[src/rtl/distram_arb_pkg.sv]
// rtl/distram_arb_pkg.sv - shared types and requester ids for the distributed RAM arbiter
package distram_arb_pkg;

   // Controller phases: CLEAR wipes the RAM after reset, RUN serves requesters
   typedef enum logic {ST_CLEAR, ST_RUN} state_t;

   // Requester identifiers used for last-grant tracking and response routing
   localparam logic REQ_A = 1'b0;
   localparam logic REQ_B = 1'b1;

endpackage

[src/rtl/distram_rr_arb2.sv]
// rtl/distram_rr_arb2.sv - two-way round-robin grant with last-grant register
module distram_rr_arb2
   import distram_arb_pkg::*;
(
   input  logic clk,
   input  logic reset_n,
   input  logic enable,
   input  logic a_valid,
   input  logic b_valid,
   output logic a_gnt,
   output logic b_gnt
);

   logic last_gnt_q;

   // Single requester wins outright; on contention the one not served last wins
   always_comb begin
      a_gnt = 1'b0;
      b_gnt = 1'b0;
      if (enable) begin
         if (a_valid && b_valid) begin
            a_gnt = (last_gnt_q == REQ_B);
            b_gnt = (last_gnt_q == REQ_A);
         end else begin
            a_gnt = a_valid;
            b_gnt = b_valid;
         end
      end
   end

   // Remember who was served last; B after reset so A wins the first contention
   always_ff @(posedge clk or negedge reset_n) begin
      if (!reset_n) begin
         last_gnt_q <= REQ_B;
      end else if (a_gnt) begin
         last_gnt_q <= REQ_A;
      end else if (b_gnt) begin
         last_gnt_q <= REQ_B;
      end
   end

endmodule

[src/rtl/xpm_sp_distram_arb.sv]
// rtl/xpm_sp_distram_arb.sv - two-requester arbiter for a single-port distributed RAM (optional clear: XPM_SP_DISTRAM_ARB_CLEAR_EN)
module xpm_sp_distram_arb
   import distram_arb_pkg::*;
#(
   parameter int MEM_DATAWIDTH = 128,
   parameter int MEM_ADDRWIDTH = 14
) (
   input  logic                     clk,
   input  logic                     reset_n,
   input  logic                     a_req_valid,
   output logic                     a_req_ready,
   input  logic                     a_req_wr,
   input  logic [MEM_ADDRWIDTH-1:0] a_req_addr,
   input  logic [MEM_DATAWIDTH-1:0] a_req_be,
   input  logic [MEM_DATAWIDTH-1:0] a_req_data,
   output logic                     a_rsp_valid,
   output logic [MEM_DATAWIDTH-1:0] a_rsp_data,
   input  logic                     b_req_valid,
   output logic                     b_req_ready,
   input  logic                     b_req_wr,
   input  logic [MEM_ADDRWIDTH-1:0] b_req_addr,
   input  logic [MEM_DATAWIDTH-1:0] b_req_be,
   input  logic [MEM_DATAWIDTH-1:0] b_req_data,
   output logic                     b_rsp_valid,
   output logic [MEM_DATAWIDTH-1:0] b_rsp_data,
   output logic                     ram_en,
   output logic [MEM_DATAWIDTH-1:0] ram_we,
   output logic [MEM_ADDRWIDTH-1:0] ram_addr,
   output logic [MEM_DATAWIDTH-1:0] ram_din,
   input  logic [MEM_DATAWIDTH-1:0] ram_dout,
   output logic                     init_done
);

   localparam int DW = MEM_DATAWIDTH;
   localparam int AW = MEM_ADDRWIDTH;

   state_t          state_q;
   logic [AW-1:0]   clr_addr;
   logic            clr_active;
   logic            run_active;
   logic            a_gnt;
   logic            b_gnt;
   logic            pend_valid_q;
   logic            pend_id_q;

`ifdef XPM_SP_DISTRAM_ARB_CLEAR_EN
   state_t          state_d;
   logic [AW-1:0]   clr_cnt_q;
   logic            init_done_q;

   // Phase register: every reset restarts the wipe
   always_ff @(posedge clk or negedge reset_n) begin
      if (!reset_n) begin
         state_q <= ST_CLEAR;
      end else begin
         state_q <= state_d;
      end
   end

   // Leave CLEAR once the last address has been written
   always_comb begin
      state_d = state_q;
      if ((state_q == ST_CLEAR) && (clr_cnt_q == {AW{1'b1}})) begin
         state_d = ST_RUN;
      end
   end

   // Clear address walks the whole RAM and wraps back to 0 on exit
   always_ff @(posedge clk or negedge reset_n) begin
      if (!reset_n) begin
         clr_cnt_q <= '0;
      end else if (state_q == ST_CLEAR) begin
         clr_cnt_q <= clr_cnt_q + 1'b1;
      end
   end

   // Ready flag goes high together with the first RUN cycle
   always_ff @(posedge clk or negedge reset_n) begin
      if (!reset_n) begin
         init_done_q <= 1'b0;
      end else begin
         init_done_q <= (state_d == ST_RUN);
      end
   end

   assign clr_addr  = clr_cnt_q;
   assign init_done = init_done_q;
`else
   assign state_q   = ST_RUN;
   assign clr_addr  = '0;
   assign init_done = 1'b1;
`endif

   // Reset forces every request/RAM output low even while state is held
   assign clr_active = reset_n && (state_q == ST_CLEAR);
   assign run_active = reset_n && (state_q == ST_RUN);

   distram_rr_arb2 u_arb (
      .clk     (clk),
      .reset_n (reset_n),
      .enable  (run_active),
      .a_valid (a_req_valid),
      .b_valid (b_req_valid),
      .a_gnt   (a_gnt),
      .b_gnt   (b_gnt)
   );

   assign a_req_ready = a_gnt;
   assign b_req_ready = b_gnt;

   // RAM port mux: clear sweep, else the granted requester, else idle
   always_comb begin
      ram_en   = 1'b0;
      ram_we   = '0;
      ram_addr = '0;
      ram_din  = '0;
      if (clr_active) begin
         ram_en   = 1'b1;
         ram_we   = '1;
         ram_addr = clr_addr;
      end else if (a_gnt) begin
         ram_en   = 1'b1;
         ram_we   = a_req_wr ? a_req_be : '0;
         ram_addr = a_req_addr;
         ram_din  = a_req_data;
      end else if (b_gnt) begin
         ram_en   = 1'b1;
         ram_we   = b_req_wr ? b_req_be : '0;
         ram_addr = b_req_addr;
         ram_din  = b_req_data;
      end
   end

   // Track the read issued this cycle so its data can be routed next cycle
   always_ff @(posedge clk or negedge reset_n) begin
      if (!reset_n) begin
         pend_valid_q <= 1'b0;
         pend_id_q    <= REQ_A;
      end else begin
         pend_valid_q <= (a_gnt && !a_req_wr) || (b_gnt && !b_req_wr);
         if (a_gnt) begin
            pend_id_q <= REQ_A;
         end else if (b_gnt) begin
            pend_id_q <= REQ_B;
         end
      end
   end

   assign a_rsp_valid = pend_valid_q && (pend_id_q == REQ_A);
   assign b_rsp_valid = pend_valid_q && (pend_id_q == REQ_B);
   assign a_rsp_data  = a_rsp_valid ? ram_dout : '0;
   assign b_rsp_data  = b_rsp_valid ? ram_dout : '0;

endmodule

[config.mk]
export PLATFORM = sky130hd
export DESIGN_NAME = xpm_sp_distram_arb
export DESIGN_NICKNAME = d
export VERILOG_FILES = /design/src/rtl/distram_arb_pkg.sv /design/src/rtl/distram_rr_arb2.sv /design/src/rtl/xpm_sp_distram_arb.sv
export SDC_FILE = /design/constraint.sdc
export NUM_CORES = 1
export LEC_CHECK = 0
export BUFFER_PORTS_ARGS = -buffer_cell sky130_fd_sc_hd__buf_2
export CAP_MARGIN = 5
export CORE_AREA = 10 10 457 459
export CTS_CLUSTER_DIAMETER = 200
export DETAILED_ROUTE_END_ITERATION = 12
export DIE_AREA = 0 0 467 469
export MAX_ROUTING_LAYER = met4
export SETUP_SLACK_MARGIN = 0.4
export SLEW_MARGIN = 20
export SYNTH_ARGS = -nofsm -noshare
export SYNTH_HDL_FRONTEND = slang
export SYNTH_HIERARCHICAL = 1
export SYNTH_SLANG_ARGS = --single-unit
[constraint.sdc]
create_clock -name clk -period 3.1 [get_ports clk]
set_input_delay 0.31 -clock clk [delete_from_list [all_inputs] [get_ports clk]]
set_output_delay 0.31 -clock clk [all_outputs]
set_load 0.05 [all_outputs]
==> metrics.csv <==
stage;metric;value;unit
run_status;outcome;finished clean;
power_and_ir_drop;sequential share of power;0.020;
grt;met3 capacity usage during global routing;0.174;
final_layout;area taken by flip-flops and latches;83.8;um^2
worst_setup_path;data arrival time of the critical path;2.30;ns
power_and_ir_drop;ratio of total power to cell area;245;nW/um^2
power_and_ir_drop;maximum VDD drop;0.195;mV
placement;Detailed Place HPWL;237000;um
timing;number of failing setup endpoints in the final timing report;0;
clock_network;CTS Buf Count;3;
worst_setup_path;critical path cell sequence;inv_1 -> a21oi_4 -> buf_4 -> buf_16 -> o2bb2ai_1 -> buf_2;
power_and_ir_drop;combinational group share of total power;0.939;
drt;routed wirelength normalized by instance count;50.6;um
die;area inside the core boundary;199000;um^2
die;number of top-level pins;1206;
timing;final setup skew;0.00104;ns
synthesis;Synth Register Bits;3;
synthesis;synthesis warning total;6;
timing;total count of max-transition violations in the final report;0;
clock_network;clock tree from TritonCTS;done;
grt;global-route wire length before repair;274000;um
power_and_ir_drop;post-route total power;4.92;mW
placement;Routability Congestion;0.921;
synthesis;gate count of the mapped netlist;812;
timing;Hold Slack;0.0961;ns
power_and_ir_drop;portion of total power attributed to the clock network;0.041;
synthesis;Net Count, Synth;1486;
power_and_ir_drop;switching share of total power;0.638;
grt;largest net degree at the start of global routing;99;
drt;starting DRC count in detailed routing;746;
power_and_ir_drop;leakage dissipation;8.78;nW
clock_network;CTS Sinks;3;
final_layout;# fillers;23159;
timing;final critical delay including setup and external delays;2.61;ns
timing;final worst setup slack;0.488;ns
final_layout;number of cells in the finished layout apart from fillers;4909;
timing;Rel. slew slack;0.556;
grt;GRT overflow;0;
placement;Inst Count DP;4583;
timing;Total Negative Setup Slacks;0;ns
synthesis;Cell Area, Synth;5460;um^2
drt;remaining number of nets flagged by the antenna check after routing;0;
synthesis;number of distinct library cell variants in the gate-level netlist after synthesis;23;
synthesis;synthesized area per cell;6.72;um^2
clock_network;maximum clock insertion buffer count;2;
drt;# DRC;0;
drt;Vias;14047;
final_layout;area of combinational cells with multiple inputs;4730;um^2
power_and_ir_drop;cell-internal power;1.78;mW
drt;iteration count of the initial detailed-routing pass;5;
worst_setup_path;critical path peak fanout;98;
final_layout;Nets;2607;
placement;I/O Buffers;1204;
grt;met1 track demand over resource in global routing;0.190;
die;effective utilization at floorplan;0.0274;
worst_setup_path;Setup CP Type;reg -> out;
worst_setup_path;required time of the critical path;2.79;ns
synthesis;register area share after synthesis;0.0140;
grt;number of global-route vias before repair;12595;
die;Cell Rows;164;
grt;Total Routing Usage GR;0.221;
drt;total routed wirelength;248000;um
run;max-cap violation count;0;
worst_setup_path;Critical Path End Type;output pin;
grt;met2 Use GR;0.373;
timing;Final Hold Violating Endpoints;0;
die;Die ar.;219000;um^2
timing;transition time of the tightest slew-check pin;0.670;ns
timing;RSZ-0062 raised after global routing;false;
clock_network;clock network latency to the later pin of the worst-skew pair;0.22;ns
grt;number of antenna violations at the first check in global routing;437;
timing;achievable frequency;383;MHz
clock_network;clock root buffer;sky130_fd_sc_hd__clkbuf_16;
worst_setup_path;startpoint class of the critical path;flip-flop;
timing;final cycle utilization of the critical path;0.843;
worst_setup_path;max incr delay on CP;0.56;ns
grt;grt peak-use layer;met2;
placement;pre-CTS setup slack;0.587;ns
clock_network;clock edge transition at the registers on the reported setup and hold paths;0.03;ns
min_path;class of the worst hold path;in -> async;
power_and_ir_drop;NetSw;3.14;mW
worst_setup_path;slowest library cell on the worst path;sky130_fd_sc_hd__dfstp_2;
clock_network;# Post-CTS Setup Buffers;0;
die;overall die height;469;um
drt;number of vias per cell;2.86;
clock_network;deepest level of the CTS H-tree;1;
die;Horiz. Die Dim;467;um
final_layout;area grow syn2layout;268;%
final_layout;ratio of cells with drive above 1 in the final layout;0.652;
==> per-layer routing <==
metal | wire length, um | share of wire
met5 | 0 | 0
met4 | 10500 | 0.042
met3 | 45600 | 0.18
met2 | 117000 | 0.47
met1 | 75100 | 0.30
==> path summary, 6_finish.rpt <==
path                                  startpoint               end  slack, ns  cells after the start
worst min register to register  u_arb/last_gnt_q  u_arb/last_gnt_q       0.58                      1
min in group clk                        a_req_wr      pend_valid_q       0.33                      2
max in group asynchronous                reset_n         pend_id_q       2.42                      2
worst max-delay path            u_arb/last_gnt_q        ram_we[44]       0.49                      6
worst min-delay path                     reset_n  u_arb/last_gnt_q        0.1                      1
worst max register to register  u_arb/last_gnt_q      pend_valid_q       1.71                      5
==> final cells by class <==
| class | instances | area share |
|---|---|---|
| flip-flops and latches | 3 | 0.00418 |
| repair buffers | 1249 | 0.550 |
| inverters | 3 | 0.000561 |
| multi-input cells | 673 | 0.236 |
| clock buffers | 4 | 0.00393 |
| well taps | 2656 | 0.166 |
| diodes | 321 | 0.0400 |
==> state kept, by name (all words and copies together), names as in the netlist <==
| register | cells |
|---|---|
| pend_id_q | 1 |
| pend_valid_q | 1 |
| u_arb/last_gnt_q | 1 |
==> synthesized netlist by cell type (all sizes together) <==
| cell type | count | share of area |
|---|---|---|
| o21ai | 3 | 0.0028 |
| nor2b | 2 | 0.0037 |
| and2 | 130 | 0.15 |
| nand2 | 7 | 0.0048 |
| and3 | 128 | 0.15 |
| a21bo | 1 | 0.0018 |
| dfstp | 1 | 0.0048 |
| nand3 | 128 | 0.12 |
| buf | 60 | 0.070 |
| nor2 | 2 | 0.0014 |
| clkbuf | 73 | 0.053 |
| o2bb2ai | 128 | 0.21 |
| a21oi | 2 | 0.0018 |
| dfrtp | 2 | 0.0092 |
| a22o | 140 | 0.22 |
| conb | 1 | 0.00069 |
| inv | 3 | 0.0021 |
| o22ai | 1 | 0.0011 |
==> logic make-up (layout without fill, tap and decap cells) <==
group	after synthesis	count (layout)	synth area share
other	1	322	0.000687
buffers and inverters	136	1256	0.125
DFF	3	3	0.0140
and+or+nand+nor	397	397	0.423
AOI/OAI and AO/OA	275	275	0.438
==> metrics by stage <==
step	util	area, um^2
global placement	0.0962	19200
floorplan	-	5460
global route	0.100	20000
finish	0.101	20100
detailed placement	0.0962	19200
CTS	0.0966	19300
==> power groups by stage <==
stage	logic, mW	registers, mW	clock network, mW
2_1_floorplan	2.00	0.0529	0
3_3_place_gp	4.71	0.105	0
3_5_place_dp	4.73	0.108	0
4_1_cts	4.74	0.108	0.206
5_1_grt	4.83	0.104	0.212
6_report	4.62	0.0998	0.203
==> timing repair <==
action                     in CTS  in global routing
gates resized for setup         1                  1
hold endpoints to repair        2                  0
hold buffers                    1                  0
setup endpoints to repair      46                  2
pin swaps                       0                  0
==> worst max-delay path, delay by kind of cell, from the launching register on <==
kind	cells	cell delay [ns]
AO/OA/AOI/OAI	2	0.34
buffers and inverters	4	1.00
flip-flops	1	0.56
==> cells in the final DEF, fill, tap and decap left out, drive strengths merged <==
| cell type | n |
|---|---|
| a21bo | 1 |
| a21oi | 2 |
| a22o | 140 |
| and2 | 130 |
| and3 | 128 |
| buf | 1248 |
| clkbuf | 4 |
| conb | 1 |
| dfrtp | 2 |
| dfstp | 1 |
| diode | 321 |
| dlygate4sd3 | 1 |
| inv | 3 |
| nand2 | 7 |
| nand3 | 128 |
| nor2 | 2 |
| nor2b | 2 |
| o21ai | 3 |
| o22ai | 1 |
| o2bb2ai | 128 |
Power figures use the tool's default switching activity.
